[src/rtl/multi_tap_mac_pkg.sv]
// Shared default parameters and width helpers for the multi_tap_mac block.
package multi_tap_mac_pkg;

    localparam int DEF_DATA_WIDTH  = 8;
    localparam int DEF_COEFF_WIDTH = 8;
    localparam int DEF_NUM_TAPS    = 4;
    localparam int DEF_ACC_EXTRA   = 4;

    function automatic int prod_w(input int dw, input int cw);
        return dw + cw;
    endfunction

    // Sum of nt full-width products needs clog2(nt) extra bits to stay exact.
    function automatic int tree_w(input int dw, input int cw, input int nt);
        return prod_w(dw, cw) + $clog2(nt);
    endfunction

    function automatic int res_w(input int dw, input int cw, input int nt, input int ae);
        return tree_w(dw, cw, nt) + ae;
    endfunction

endpackage

[src/rtl/mac_adder_tree.sv]
// Combinational unsigned binary adder tree over NUM_TAPS products (NUM_TAPS a power of two).
module mac_adder_tree
    import multi_tap_mac_pkg::*;
#(
    parameter int NUM_TAPS = DEF_NUM_TAPS,
    parameter int PROD_W   = prod_w(DEF_DATA_WIDTH, DEF_COEFF_WIDTH),
    parameter int TREE_W   = tree_w(DEF_DATA_WIDTH, DEF_COEFF_WIDTH, DEF_NUM_TAPS)
) (
    input  logic [NUM_TAPS*PROD_W-1:0] prod_i,
    output logic [TREE_W-1:0]          sum_o
);

    // Heap layout: node k has children 2k+1 and 2k+2; leaves start at NUM_TAPS-1.
    logic [TREE_W-1:0] node [2*NUM_TAPS-1];

    for (genvar t = 0; t < NUM_TAPS; t++) begin : g_leaf
        assign node[NUM_TAPS-1+t] = TREE_W'(prod_i[t*PROD_W +: PROD_W]);
    end

    for (genvar k = 0; k < NUM_TAPS-1; k++) begin : g_node
        assign node[k] = node[2*k+1] + node[2*k+2];
    end

    assign sum_o = node[0];

endmodule

[src/rtl/multi_tap_mac.sv]
// Three-stage multi-tap multiply-accumulate with frame accumulation and output backpressure.
// Define MULTI_TAP_MAC_SAT_EN to saturate the frame sum and report a sticky overflow flag.
module multi_tap_mac
    import multi_tap_mac_pkg::*;
#(
    parameter int DATA_WIDTH  = DEF_DATA_WIDTH,
    parameter int COEFF_WIDTH = DEF_COEFF_WIDTH,
    parameter int NUM_TAPS    = DEF_NUM_TAPS,
    parameter int ACC_EXTRA   = DEF_ACC_EXTRA
) (
    input  logic                                                           clk,
    input  logic                                                           reset,
    input  logic                                                           in_valid,
    output logic                                                           in_ready,
    input  logic [NUM_TAPS*DATA_WIDTH-1:0]                                 data,
    input  logic [NUM_TAPS*COEFF_WIDTH-1:0]                                coeff,
    input  logic                                                           acc_mode,
    input  logic                                                           in_last,
    output logic                                                           out_valid,
    input  logic                                                           out_ready,
    output logic [res_w(DATA_WIDTH, COEFF_WIDTH, NUM_TAPS, ACC_EXTRA)-1:0] result,
    output logic                                                           out_overflow
);

    localparam int PROD_W = prod_w(DATA_WIDTH, COEFF_WIDTH);
    localparam int TREE_W = tree_w(DATA_WIDTH, COEFF_WIDTH, NUM_TAPS);
    localparam int RES_W  = res_w(DATA_WIDTH, COEFF_WIDTH, NUM_TAPS, ACC_EXTRA);

    logic                       advance;

    logic                       s1_valid_q, s1_valid_d;
    logic                       s1_close_q, s1_close_d;
    logic [NUM_TAPS*PROD_W-1:0] s1_prod_q, s1_prod_d;
    logic [NUM_TAPS*PROD_W-1:0] prod_now;

    logic                       s2_valid_q, s2_valid_d;
    logic                       s2_close_q, s2_close_d;
    logic [TREE_W-1:0]          s2_sum_q, s2_sum_d;
    logic [TREE_W-1:0]          tree_sum;

    logic [RES_W-1:0]           acc_q, acc_d;
    logic [RES_W-1:0]           result_q, result_d;
    logic                       out_valid_q, out_valid_d;
    logic [RES_W-1:0]           beat_total;

    // Every stage moves together; the only stall source is an unaccepted result.
    assign advance  = !out_valid_q || out_ready;
    assign in_ready = advance && !reset;

    always_comb begin
        prod_now = '0;
        for (int t = 0; t < NUM_TAPS; t++) begin
            prod_now[t*PROD_W +: PROD_W] = PROD_W'(data[t*DATA_WIDTH +: DATA_WIDTH])
                                         * PROD_W'(coeff[t*COEFF_WIDTH +: COEFF_WIDTH]);
        end
    end

    mac_adder_tree #(
        .NUM_TAPS (NUM_TAPS),
        .PROD_W   (PROD_W),
        .TREE_W   (TREE_W)
    ) u_tree (
        .prod_i (s1_prod_q),
        .sum_o  (tree_sum)
    );

`ifdef MULTI_TAP_MAC_SAT_EN
    localparam int SUM_W = RES_W + 1;

    logic [SUM_W-1:0] sum_wide;
    logic             beat_ovf;
    logic             sticky_q, sticky_d;
    logic             ovf_q, ovf_d;

    always_comb begin
        sum_wide   = {1'b0, acc_q} + SUM_W'(s2_sum_q);
        beat_ovf   = sum_wide[RES_W];
        beat_total = beat_ovf ? '1 : sum_wide[RES_W-1:0];
    end

    // Sticky flag collects any clamp within the frame and is handed to the output on close.
    always_comb begin
        sticky_d = sticky_q;
        ovf_d    = ovf_q;
        if (advance && s2_valid_q) begin
            if (s2_close_q) begin
                ovf_d    = sticky_q | beat_ovf;
                sticky_d = 1'b0;
            end else begin
                sticky_d = sticky_q | beat_ovf;
            end
        end
    end

    always_ff @(posedge clk) begin
        if (reset) begin
            sticky_q <= 1'b0;
            ovf_q    <= 1'b0;
        end else begin
            sticky_q <= sticky_d;
            ovf_q    <= ovf_d;
        end
    end

    assign out_overflow = ovf_q;
`else
    always_comb begin
        beat_total = acc_q + RES_W'(s2_sum_q);
    end

    assign out_overflow = 1'b0;
`endif

    always_comb begin
        s1_valid_d  = s1_valid_q;
        s1_close_d  = s1_close_q;
        s1_prod_d   = s1_prod_q;
        s2_valid_d  = s2_valid_q;
        s2_close_d  = s2_close_q;
        s2_sum_d    = s2_sum_q;
        acc_d       = acc_q;
        result_d    = result_q;
        out_valid_d = out_valid_q;

        if (advance) begin
            s1_valid_d  = in_valid;
            s1_close_d  = !acc_mode || in_last;
            s1_prod_d   = prod_now;

            s2_valid_d  = s1_valid_q;
            s2_close_d  = s1_close_q;
            s2_sum_d    = tree_sum;

            // Either the previous result was taken or there was none.
            out_valid_d = 1'b0;
            if (s2_valid_q) begin
                if (s2_close_q) begin
                    result_d    = beat_total;
                    out_valid_d = 1'b1;
                    acc_d       = '0;
                end else begin
                    acc_d       = beat_total;
                end
            end
        end
    end

    always_ff @(posedge clk) begin
        if (reset) begin
            s1_valid_q  <= 1'b0;
            s1_close_q  <= 1'b0;
            s1_prod_q   <= '0;
            s2_valid_q  <= 1'b0;
            s2_close_q  <= 1'b0;
            s2_sum_q    <= '0;
            acc_q       <= '0;
            result_q    <= '0;
            out_valid_q <= 1'b0;
        end else begin
            s1_valid_q  <= s1_valid_d;
            s1_close_q  <= s1_close_d;
            s1_prod_q   <= s1_prod_d;
            s2_valid_q  <= s2_valid_d;
            s2_close_q  <= s2_close_d;
            s2_sum_q    <= s2_sum_d;
            acc_q       <= acc_d;
            result_q    <= result_d;
            out_valid_q <= out_valid_d;
        end
    end

    assign out_valid = out_valid_q;
    assign result    = result_q;

endmodule

[config.mk]
export PLATFORM = sky130hd
export DESIGN_NAME = multi_tap_mac
export DESIGN_NICKNAME = d
export VERILOG_FILES = /design/src/rtl/multi_tap_mac_pkg.sv /design/src/rtl/mac_adder_tree.sv /design/src/rtl/multi_tap_mac.sv
export SDC_FILE = /design/constraint.sdc
export NUM_CORES = 1
export LEC_CHECK = 0
export CAP_MARGIN = 15
export CORE_ASPECT_RATIO = 1.75
export CORE_MARGIN = 2
export CORE_UTILIZATION = 65
export DETAILED_ROUTE_END_ITERATION = 10
export PLACE_DENSITY = 0.86
export SKIP_CTS_REPAIR_TIMING = 1
export SYNTH_ARGS = -nofsm -noshare
export SYNTH_HDL_FRONTEND = slang
export SYNTH_SLANG_ARGS = --single-unit
[constraint.sdc]
create_clock -name clk -period 8.15 [get_ports clk]
set_input_delay 2.445 -clock clk [delete_from_list [all_inputs] [get_ports clk]]
set_output_delay 2.445 -clock clk [all_outputs]
set_load 0.05 [all_outputs]
==> report_table.html <==
<table>
<tr><th>Metric</th><th>Value</th></tr>
<tr><th colspan="2">Setup path</th></tr>
<tr><td>Nature of the critical path endpoint</td><td>primary output</td></tr>
<tr><td>Startpoint kind of the worst setup timing path</td><td>primary input</td></tr>
<tr><td>Critical path type</td><td>primary input to primary output</td></tr>
<tr><td>Worst EP arrival</td><td>4.49 ns</td></tr>
<tr><td>Register-to-register setup slack</td><td>4.54 ns</td></tr>
<tr><td>Required time at the worst-slack endpoint</td><td>5.71 ns</td></tr>
<tr><td>Endpoint of the lowest-slack register-to-register path</td><td>s2_sum_q[15]</td></tr>
<tr><td>Depth of the worst register-to-register path</td><td>11</td></tr>
<tr><td>Reg2Reg Launch Point</td><td>s1_prod_q[1]</td></tr>
<tr><td>Maximum net fanout on the critical path</td><td>10</td></tr>
<tr><th colspan="2">Synth</th></tr>
<tr><td>Share of the yosys chip area belonging to registers</td><td>0.173</td></tr>
<tr><td>Syn nets</td><td>2185</td></tr>
<tr><td>Mean post-synth cell area</td><td>roughly 8.6 um^2</td></tr>
<tr><td>Synthesized instance count</td><td>approximately 1800</td></tr>
<tr><td>Predominant post-synthesis flop cell</td><td>sky130_fd_sc_hd__dfxtp_1</td></tr>
<tr><td>Share of synthesized cell area in full adder, half adder and majority cells</td><td>0.381</td></tr>
<tr><td>Unique masters post-synth</td><td>71</td></tr>
<tr><td>Ys Warns</td><td>0</td></tr>
<tr><td>Compound-Gate Fraction of Synth Area</td><td>0.145</td></tr>
<tr><td>Number of flip-flops and latches in the synthesized netlist</td><td>~130</td></tr>
<tr><td>Number of flops mapped to enable cells by yosys</td><td>0</td></tr>
<tr><td>Area fraction in and, or, nand and nor cells after synthesis</td><td>0.211</td></tr>
<tr><td>Mapped Area</td><td>15200 um^2</td></tr>
<tr><td>Post-synthesis mux area share</td><td>0</td></tr>
<tr><td>Share of the synthesized netlist area taken by xor and xnor gates</td><td>0.0260</td></tr>
<tr><td>Async set or reset register ratio after synthesis</td><td>0</td></tr>
<tr><td>Largest family of logic cells by synthesized area</td><td>adder cells</td></tr>
<tr><th colspan="2">Layout</th></tr>
<tr><td>Share of post-route cells with drive strength above 1</td><td>0.0315</td></tr>
<tr><td>Area taken by flip-flops and latches</td><td>2620 um^2</td></tr>
<tr><td>Net total in the final layout</td><td>roughly 2300</td></tr>
<tr><td>Synth-to-Final Area Change</td><td>11.9%</td></tr>
<tr><td>Area occupied by multi-input gates</td><td>between 10000 and 15000 um^2</td></tr>
<tr><td>Fill cell total of the finished layout</td><td>between 1500 and 2000</td></tr>
<tr><td>Most frequent cells in the layout</td><td>sky130_fd_sc_hd__inv_1 (205), sky130_fd_sc_hd__and2_1 (195), sky130_fd_sc_hd__nand2_1 (188)</td></tr>
<tr><td>Leading cell type in the layout, fill and taps excluded</td><td>sky130_fd_sc_hd__inv_1</td></tr>
<tr><td>Antenna Diode Count</td><td>0</td></tr>
<tr><th colspan="2">Clock network</th></tr>
<tr><td>Clock root buffer</td><td>sky130_fd_sc_hd__clkbuf_16</td></tr>
<tr><td>Number of H-tree branching levels</td><td>4</td></tr>
<tr><td>CTS sink cnt</td><td>131</td></tr>
<tr><td>TritonCTS Buffers</td><td>17</td></tr>
<tr><td>Clock tree from TritonCTS</td><td>yes</td></tr>
<tr><td>Clk slew on worst S/H paths</td><td>0.06 ns</td></tr>
<tr><td>Buffer depth of the longest clock path</td><td>2</td></tr>
<tr><td>Clock latency reported for the late side of the worst-skew pair</td><td>0.43 ns</td></tr>
<tr><th colspan="2">Power and ir drop</th></tr>
<tr><td>Peak supply drop</td><td>224 uV</td></tr>
<tr><td>Clock power frac</td><td>0.166</td></tr>
<tr><td>Switching share of power</td><td>0.450</td></tr>
<tr><td>Switching Power</td><td>2.23 mW</td></tr>
<tr><td>Logic gate share of total power</td><td>0.647</td></tr>
<tr><td>Power Density</td><td>292 nW/um^2</td></tr>
<tr><td>Internal power component</td><td>approximately 2.7 mW</td></tr>
<tr><td>Static Leak</td><td>just under 8 nW</td></tr>
<tr><td>Sequential fraction of design power</td><td>0.187</td></tr>
<tr><th colspan="2">Floorplan</th></tr>
<tr><td>Area of the placeable core</td><td>23100 um^2</td></tr>
<tr><td>Die boundary height</td><td>approximately 200 um</td></tr>
<tr><td>Initial standard-cell utilization of the core</td><td>0.655</td></tr>
<tr><td>Total Die Area</td><td>24600 um^2</td></tr>
<tr><td>Number of top-level pins</td><td>95</td></tr>
<tr><td>Std cell rows</td><td>74</td></tr>
<tr><td>Width of the die</td><td>119 um</td></tr>
<tr><th colspan="2">Worst hold path</th></tr>
<tr><td>Endpoint, Worst Hold</td><td>s1_valid_q</td></tr>
<tr><td>Min-Delay Path Class</td><td>register to register</td></tr>
<tr><td>Hold Path Cell Cnt</td><td>2</td></tr>
<tr><td>Startpoint of the worst hold path</td><td>s1_valid_q</td></tr>
<tr><th colspan="2">GRT</th></tr>
<tr><td>Global routing usage on met2</td><td>0.600</td></tr>
<tr><td>Global-route usage over all layers</td><td>0.308</td></tr>
<tr><td>Congestion Overflow GR</td><td>0</td></tr>
<tr><td>Met3 capacity usage during global routing</td><td>0.0384</td></tr>
<tr><td>Vias in the first global route</td><td>~14000</td></tr>
<tr><td>Pin count of the biggest net entering global routing</td><td>87</td></tr>
<tr><td>Wire length of the first global-routing pass</td><td>~60000 um</td></tr>
<tr><td>Most used routing layer</td><td>met2</td></tr>
<tr><td>Antenna violations before repair</td><td>0</td></tr>
<tr><td>M1 GR Usage</td><td>0.316</td></tr>
<tr><th colspan="2">Place</th></tr>
<tr><td>Weighted congestion reported at the end of routability-driven placement</td><td>0.968</td></tr>
<tr><td>Worst slack at placement</td><td>about 1.0 ns</td></tr>
<tr><td>Half-perimeter wire length after placement</td><td>28300 um</td></tr>
<tr><td>Input/output buffers</td><td>93</td></tr>
<tr><th colspan="2">Drt</th></tr>
<tr><td>Routed via count</td><td>12874</td></tr>
<tr><td>Total routed wirelength</td><td>36300 um</td></tr>
<tr><td>Violation count after the first detailed-route iteration</td><td>710</td></tr>
<tr><td>TritonRoute pass-1 iters</td><td>5</td></tr>
<tr><td>Ratio of routed vias to standard cells</td><td>between 5 and 6</td></tr>
<tr><td>Average routed wire per standard cell</td><td>16.9 um</td></tr>
<tr><td>DRC violation count after routing</td><td>0</td></tr>
<tr><td>Final antenna-violating net count</td><td>0</td></tr>
<tr><th colspan="2">STA</th></tr>
<tr><td>Setup WS post-layout</td><td>1.22 ns</td></tr>
<tr><td>Setup Skew</td><td>0.0109 ns</td></tr>
<tr><td>Setup repair after global routing missed its margin</td><td>no</td></tr>
<tr><td>Max-slew violation count</td><td>0</td></tr>
<tr><td>Post-route clock period utilization</td><td>0.851</td></tr>
<tr><td>Total Negative Setup Slacks</td><td>0 ns</td></tr>
<tr><td>Least-Margin Pin Slew</td><td>1.12 ns</td></tr>
<tr><td>Highest achievable clock rate</td><td>144 MHz</td></tr>
<tr><td>Clock period minus worst slack</td><td>6.93 ns</td></tr>
<tr><td>Setup-failing EPs final</td><td>0</td></tr>
<tr><td>Slew headroom</td><td>0.254</td></tr>
<tr><td>Hold Vio Cnt, Final</td><td>0</td></tr>
<tr><th colspan="2">Run status</th></tr>
<tr><td>Run status</td><td>finished, final reports clean</td></tr>
<tr><th colspan="2">Run</th></tr>
<tr><td>Number of max-cap violations</td><td>0</td></tr>
</table>
## final cells by class
class,instances,share of cell area
Multi-Input combinational cell,1373,0.683
Sequential cell,131,0.155
Timing Repair Buffer,100,0.0578
Inverter,206,0.0456
Clock buffer,18,0.0253
Tap cell,304,0.0224
Clock inverter,14,0.0118
## cell usage after synthesis (31+ instances only)
cell | count | area share
sky130_fd_sc_hd__ha_1 | 179 | 0.15
sky130_fd_sc_hd__dfxtp_1 | 131 | 0.17
sky130_fd_sc_hd__o21ai_0 | 70 | 0.023
sky130_fd_sc_hd__and2_1 | 195 | 0.080
sky130_fd_sc_hd__xnor2_1 | 34 | 0.020
sky130_fd_sc_hd__nand2_1 | 188 | 0.047
sky130_fd_sc_hd__inv_1 | 205 | 0.051
sky130_fd_sc_hd__nand3_1 | 48 | 0.016
sky130_fd_sc_hd__nor2_1 | 84 | 0.021
sky130_fd_sc_hd__a211oi_1 | 31 | 0.015
sky130_fd_sc_hd__fa_1 | 177 | 0.23
sky130_fd_sc_hd__a21oi_1 | 115 | 0.038
sky130_fd_sc_hd__clkbuf_1 | 34 | 0.0084
## routing by layer
| layer | wire [um] | vias to the layer above |
|---|---|---|
| li1 | - | 6057 |
| met1 | 13300 | 6319 |
| met2 | 20000 | 372 |
| met3 | 1150 | 126 |
| met4 | 1850 | 0 |
| met5 | 0 | - |
## power groups by stage
stage	sequential, mW	clock, mW	combinational, mW
3_3_place_gp	0.931	0	2.99
3_5_place_dp	0.935	0	3.10
6_report	0.927	0.822	3.21
2_1_floorplan	0.888	0	2.44
4_1_cts	0.924	0.825	3.18
5_1_grt	0.941	0.854	3.61
## stage by stage
step | total power, mW | instances | hold slack [ns] | cell area, um^2 | util
after global routing | 5.40 | 2146 | 0.480 | 17000 | 0.733
after global placement | 3.92 | 2114 | 0.442 | 16300 | 0.706
after CTS | 4.93 | 2146 | 0.453 | 17000 | 0.733
after floorplan | 3.33 | 1759 | 0.429 | 15200 | -
after detailed placement | 4.04 | 2114 | 0.446 | 16300 | 0.706
final | 4.96 | 2146 | 0.453 | 17000 | 0.733
## kinds of logic after synthesis
| kind of cell | after synthesis |
|---|---|
| compound gates | 344 |
| xor+xnor | 45 |
| fa+ha+maj | 356 |
| buf+inv | 255 |
| flops | 131 |
| other cells | 1 |
| simple gates | 627 |
## registers in the layout, indices dropped and copies added (netlist names)
| signal | cells |
|---|---|
| s1_prod_q | 64 |
| acc_q | 22 |
| result | 22 |
| s2_sum_q | 18 |
| out_valid | 1 |
| s1_close_q | 1 |
| s1_valid_q | 1 |
| s2_close_q | 1 |
| s2_valid_q | 1 |
## critical path, cell delays in order
cell and delay (ns):
sky130_fd_sc_hd__clkdlybuf4s50_1 0.53, sky130_fd_sc_hd__nand2b_2 0.20, sky130_fd_sc_hd__nand2_1 0.37, sky130_fd_sc_hd__inv_1 0.14, sky130_fd_sc_hd__clkdlybuf4s50_1 0.81
## worst max-delay path by stage
| stage | from | cells past startpoint | end |
|---|---|---|---|
| after global placement | data[16] | 15 | s1_prod_q[47] |
| after global routing | out_ready | 5 | in_ready |
| after detailed placement | data[16] | 15 | s1_prod_q[47] |
| after floorplan | coeff[23] | 14 | s1_prod_q[47] |
| after CTS | out_ready | 5 | in_ready |
| final | out_ready | 5 | in_ready |
No activity file was read; power rests on OpenSTA's default activity.
